$ cat src/rtl/pattern_seq_detector.sv
// pattern_seq_detector
// Serial pattern detector with a run-time loadable pattern, length and
// overlap mode. Each qualified input bit is shifted into a history
// register. The Mealy output y pulses in the same cycle as the last
// pattern bit whenever the most recent len bits equal the active pattern.
//
// Optional feature: define PATTERN_SEQ_DET_MATCH_CNT_EN to add the
// saturating match counter output match_cnt.
//
// Ports
//   clk          sole clock, rising edge
//   reset        synchronous active-high reset
//   in_valid     qualifies in
//   in           serial data bit
//   cfg_we       one-cycle configuration load strobe
//   cfg_pattern  new pattern; bit [len-1] arrives first, bit [0] last
//   cfg_len      new pattern length (clamped to N, 0 disables matching)
//   cfg_ovl      new overlap mode (0 non-overlapping, 1 overlapping)
//   y            combinational match pulse
//   fill         registered count of valid bits accumulated toward a match
//   match_cnt    saturating match count (only with the macro defined)
module pattern_seq_detector #(
  parameter int             N       = 8,
  parameter int             LW      = $clog2(N + 1),
  parameter logic [N-1:0]   DEF_PAT = N'(8'b0001_1011),
  parameter int             DEF_LEN = 5,
  parameter bit             DEF_OVL = 1'b0,
  parameter int             CNT_W   = 16
) (
  input  logic              clk,
  input  logic              reset,
  input  logic              in_valid,
  input  logic              in,
  input  logic              cfg_we,
  input  logic [N-1:0]      cfg_pattern,
  input  logic [LW-1:0]     cfg_len,
  input  logic              cfg_ovl,
  output logic              y,
  output logic [LW-1:0]     fill
`ifdef PATTERN_SEQ_DET_MATCH_CNT_EN
  ,
  output logic [CNT_W-1:0]  match_cnt
`endif
);

  // The oldest history bit would be shifted out before it is ever compared,
  // so only N-1 bits are stored; the current input completes the window.
  logic [N-2:0]  r_hist;
  logic [LW-1:0] r_fill;
  logic [LW-1:0] r_len;
  logic [N-1:0]  r_pat;
  logic          r_ovl;

  logic [N-1:0]  w_win;
  logic [N-1:0]  w_mask;
  logic          w_fill_ok;
  logic          w_match;
  logic [LW-1:0] w_len_ld;

  // Mask selecting the low l bits of the comparison window.
  function automatic logic [N-1:0] len_mask(input logic [LW-1:0] l);
    logic [N-1:0] m;
    m = '0;
    for (int i = 0; i < N; i++) begin
      m[i] = (LW'(i) < l);
    end
    return m;
  endfunction

  // Match evaluation and configuration length clamp.
  always_comb begin
    w_win     = {r_hist, in};
    w_mask    = len_mask(r_len);
    // len=0 disables matching; guarding it also keeps len-1 from wrapping.
    w_fill_ok = (r_len != LW'(0)) && (r_fill >= (r_len - LW'(1)));
    w_match   = in_valid & ~cfg_we & w_fill_ok &
                ((w_win & w_mask) == (r_pat & w_mask));
    if (cfg_len > LW'(N)) begin
      w_len_ld = LW'(N);
    end else begin
      w_len_ld = cfg_len;
    end
  end

  assign y    = w_match;
  assign fill = r_fill;

  // History, fill and active configuration state.
  always_ff @(posedge clk) begin
    if (reset) begin
      r_hist <= '0;
      r_fill <= '0;
      r_pat  <= DEF_PAT;
      r_len  <= LW'(DEF_LEN);
      r_ovl  <= DEF_OVL;
    end else if (cfg_we) begin
      // Configuration wins over a coincident data bit, which is dropped.
      r_pat  <= cfg_pattern;
      r_len  <= w_len_ld;
      r_ovl  <= cfg_ovl;
      r_hist <= '0;
      r_fill <= '0;
    end else if (in_valid) begin
      r_hist <= w_win[N-2:0];
      if (w_match && !r_ovl) begin
        // Consume the matched bits so none of them seeds a later match.
        r_fill <= '0;
      end else if (r_fill < r_len) begin
        r_fill <= r_fill + LW'(1);
      end else begin
        r_fill <= r_fill;
      end
    end else begin
      r_hist <= r_hist;
      r_fill <= r_fill;
    end
  end

`ifdef PATTERN_SEQ_DET_MATCH_CNT_EN
  logic [CNT_W-1:0] r_match_cnt;

  // Saturating count of match pulses, cleared by reset and by a config load.
  always_ff @(posedge clk) begin
    if (reset) begin
      r_match_cnt <= '0;
    end else if (cfg_we) begin
      r_match_cnt <= '0;
    end else if (w_match && (r_match_cnt != {CNT_W{1'b1}})) begin
      r_match_cnt <= r_match_cnt + CNT_W'(1);
    end else begin
      r_match_cnt <= r_match_cnt;
    end
  end

  assign match_cnt = r_match_cnt;
`endif

endmodule
$ cat config.mk
export PLATFORM = sky130hd
export DESIGN_NAME = pattern_seq_detector
export DESIGN_NICKNAME = d
export VERILOG_FILES = /design/src/rtl/pattern_seq_detector.sv
export SDC_FILE = /design/constraint.sdc
export NUM_CORES = 1
export LEC_CHECK = 0
export ABC_AREA = 0
export CAP_MARGIN = 40
export CORE_MARGIN = 10
export CORE_UTILIZATION = 37
export CTS_BUF_LIST = sky130_fd_sc_hd__clkbuf_8 sky130_fd_sc_hd__clkbuf_16
export DETAILED_ROUTE_END_ITERATION = 10
export GPL_TIMING_DRIVEN = 0
export HOLD_SLACK_MARGIN = 0.06
export REMOVE_ABC_BUFFERS = 1
export SLEW_MARGIN = 30
export SYNTH_ARGS = -nofsm -noshare
export SYNTH_HDL_FRONTEND = slang
export SYNTH_SLANG_ARGS = --single-unit
$ cat constraint.sdc
create_clock -name clk -period 1.83 [get_ports clk]
set_input_delay 0.183 -clock clk [delete_from_list [all_inputs] [get_ports clk]]
set_output_delay 0.183 -clock clk [all_outputs]
set_load 0.02 [all_outputs]
==> qor.csv <==
metric,value,unit
detailed-route wire length,2.85,mm
Cells after DPL,204,
Fin. Hold Viols,0,
Starting Density,39.1,%
maximum clock insertion buffer count,2,
critical path type,register to output pin,
drt first pass iters,4,
GRT overflow,0,
status,"complete, but fails checks",
initial antenna violation count,0,
Crit Path Max Fanout,3,
final worst-path cycle share,119,%
Ports,23,
multi-input gate area in the final layout,888,µm²
Reg2Reg Setup Slack,-0.26,ns
initial DRC count,52,
Max Clock Freq,458,MHz
CTS tree,built,
number of flops mapped to enable cells by yosys,0,
IO buf count,22,
clock skew,0.00591,ns
Seq cells post-synth,24,
RSZ-0062 raised after global routing,true,
synthesized area per cell,9.27,µm²
Reg-to-Reg End,fill[0],
R2R Path Start,r_len[1],
Hold Path Sink,r_len[0],
YS warnings,0,
H-tree Lvls,1,
Antenna Nets Post-Route,0,
max-slew violation count,0,
Pwr Density,699,nW/µm²
Final Core Density,53.3,%
vias,1037,
met3 routed WL,102,µm
r2r worst-path depth,9,
top post-synthesis cells by area,"dfxtp_1 (36%), ha_1 (11%), mux2i_1 (11%)",
Wirelength per Cell,13.3,µm
post-detail-place hpwl,2.10,mm
Max Cap Viol,0,
gpl congestion,0.747,
worst hold path type,primary input to register,
CTS root buf,clkbuf_8,
Antenna Cells,0,
WHS Path Cells,3,
minimum clock period,2.18,ns
worst-margin pin slew,0.809,ns
Num CTS Buffers,3,
failing checks,setup timing,
Unique masters post-synth,28,
post-synth top area share,36.2,%
CP Launch Type,register,
"most used cell, CP",ha_4,
register area share after synthesis,36.2,%
layout cell share with drive strength beyond 1,20.1,%
number of global-route vias before repair,1101,
Fillers,310,
final setup violation count,5,
Area Growth Syn to Fin,36.2,%
CP peak stage delay,0.38,ns
post-route worst setup slack,-0.351,ns
DR vias/cell,4.82,
num rows,21,
mapped cell area,1330,µm²
register area,493,µm²
worst vdd ir,0.440,mV
WL met2,1.38,mm
gr usage total,8.83,%
die area,6380,µm²
clk slew on worst S/H paths,0.08,ns
Slew headroom,46.1,%
HP Start,cfg_len[0],
Pleak,0.712,nW
crit end category,output pin,
# clock sinks,24,
worst skew pair latency,0.26,ns
core area,3390,µm²
Synth Flop Type,dfxtp_1,
worst endpoint data arrival time,2.00,ns
Slowest cell on crit path,dfxtp_4,
fin cells,215,
die height,79.9,µm
"Cell Chain, Critical Path",inv_4 -> ha_4 -> ha_4 -> a2111oi_4 -> or3_4 -> nor3_2 -> buf_4,
worst path required time,1.65,ns
nets,200,
Synth area leader,dfxtp_1,
cells after synthesis,143,
global-route wire length before repair,4.67,mm
Post-Route M1 WL,1.34,mm
Die Span X,79.9,µm
largest net degree at the start of global routing,20,
highest metal used,met4,
"Async S/R FF share, synth",0,%
drt drc,0,
[cell families after synthesis]
logic type | count (synthesis) | synth area share, %
simple gates | 48 | 19.8
flops | 24 | 36.2
compound gates | 19 | 9.53
mux | 14 | 10.6
xor+xnor | 13 | 8.58
buf+inv | 13 | 3.96
fa+ha+maj | 12 | 11.3
[Yosys cell counts, types with 2 or more instances]
library cell	number
dfxtp_1	24
nor2_1	19
mux2i_1	14
xnor2_1	13
ha_1	12
a21oi_1	8
nor3_1	7
inv_1	6
nand2b_1	5
nor2b_1	5
a211o_1	4
nand2_1	4
buf_2	3
clkbuf_1	3
nand3b_1	2
o22ai_1	2
[power breakdown]
part | switching [mW] | internal (mW) | total, mW
sequential | 0.0247 | 0.542 | 0.567
clock | 0.166 | 0.292 | 0.458
combinational | 0.0984 | 0.140 | 0.238
total | 0.289 | 0.974 | 1.26
[metal layers]
| metal | GRT usage [%] | vias to the layer above |
|---|---|---|
| li1 | - | 541 |
| met1 | 10.2 | 476 |
| met2 | 15.1 | 16 |
| met3 | 2.14 | 4 |
| met4 | 3.70 | 0 |
| met5 | 0 | - |
[cells in the final DEF, fill, tap and decap left out]
cell type	netlist	layout
o21ai_0	1	1
ha_1	12	8
ha_2	0	2
or2_2	1	1
nand2_1	4	4
inv_4	0	2
dfxtp_2	0	1
o22ai_1	2	2
a2111oi_4	0	1
ha_4	0	2
or3_4	1	2
nand2b_4	0	1
nand2b_1	5	4
dfxtp_4	0	3
nor3_4	0	1
nand4_1	1	1
nor4_4	1	1
buf_4	0	8
nand3b_1	2	2
nor3b_2	1	1
o31ai_1	1	1
nor2b_1	5	5
mux2i_1	14	14
xnor2_1	13	12
xnor2_2	0	1
a21oi_1	8	8
nor3_2	0	3
bufinv_16	0	1
o211ai_1	1	1
nor2_1	19	19
a211o_1	4	4
inv_1	6	4
a311o_1	1	1
clkbuf_8	0	3
nor3_1	7	3
clkdlybuf4s50_1	0	20
dlygate4sd2_1	0	1
dfxtp_1	24	20
[what timing repair did]
action	4_1_cts	5_1_grt
setup endpoints to repair	5	5
hold endpoints to repair	0	0
hold buffers	0	0
pin swaps	11	5
buffers inserted	6	1
gates resized for setup	26	8
[worst max-delay path by stage]
stage	from	endpoint	slack, ns	cells after the start
2_1_floorplan	r_len[0]	y	-0.32	6
5_1_grt	r_len[0]	y	-0.44	8
6_report	r_len[1]	y	-0.35	7
4_1_cts	r_len[0]	y	-0.37	8
3_5_place_dp	cfg_we	y	-1.08	6
3_3_place_gp	cfg_we	y	-1.06	6
[layout make-up]
class,count,share of cell area (%)
Clock buffer,3,2.29
Clock inverter,1,1.66
Inverter,6,1.52
Multi-Input combinational cell,106,49.2
Sequential cell,24,27.3
Tap cell,46,3.19
Timing Repair Buffer,29,14.9
[flip-flops by register name, summed over array words and instances (netlist names)]
signal,count
r_pat,8
r_hist,7
fill,4
r_len,4
r_ovl,1
[through the flow]
step                      hold slack [ns]  cell area (µm²)  setup WS (ns)  setup TNS (ns)  total power, mW
after floorplan                     0.255             1300         -0.323          -0.835            0.683
after global placement              0.477             1570          -1.06           -3.22            0.759
after detailed placement            0.484             1570          -1.08           -3.37            0.764
after CTS                           0.466             1750         -0.366           -1.24             1.25
after global routing                0.477             1810         -0.441           -1.87             1.33
final                               0.470             1810         -0.351           -1.36             1.26
[worst max-delay path: cells and delay by family, from the launching register on]
family,cells,cell delay (ns)
and+or+nand+nor,2,0.57
buffers and inverters,2,0.22
DFF,1,0.38
AOI/OAI and AO/OA,1,0.06
adders and majority gates,2,0.51
Power figures use the tool's default switching activity.
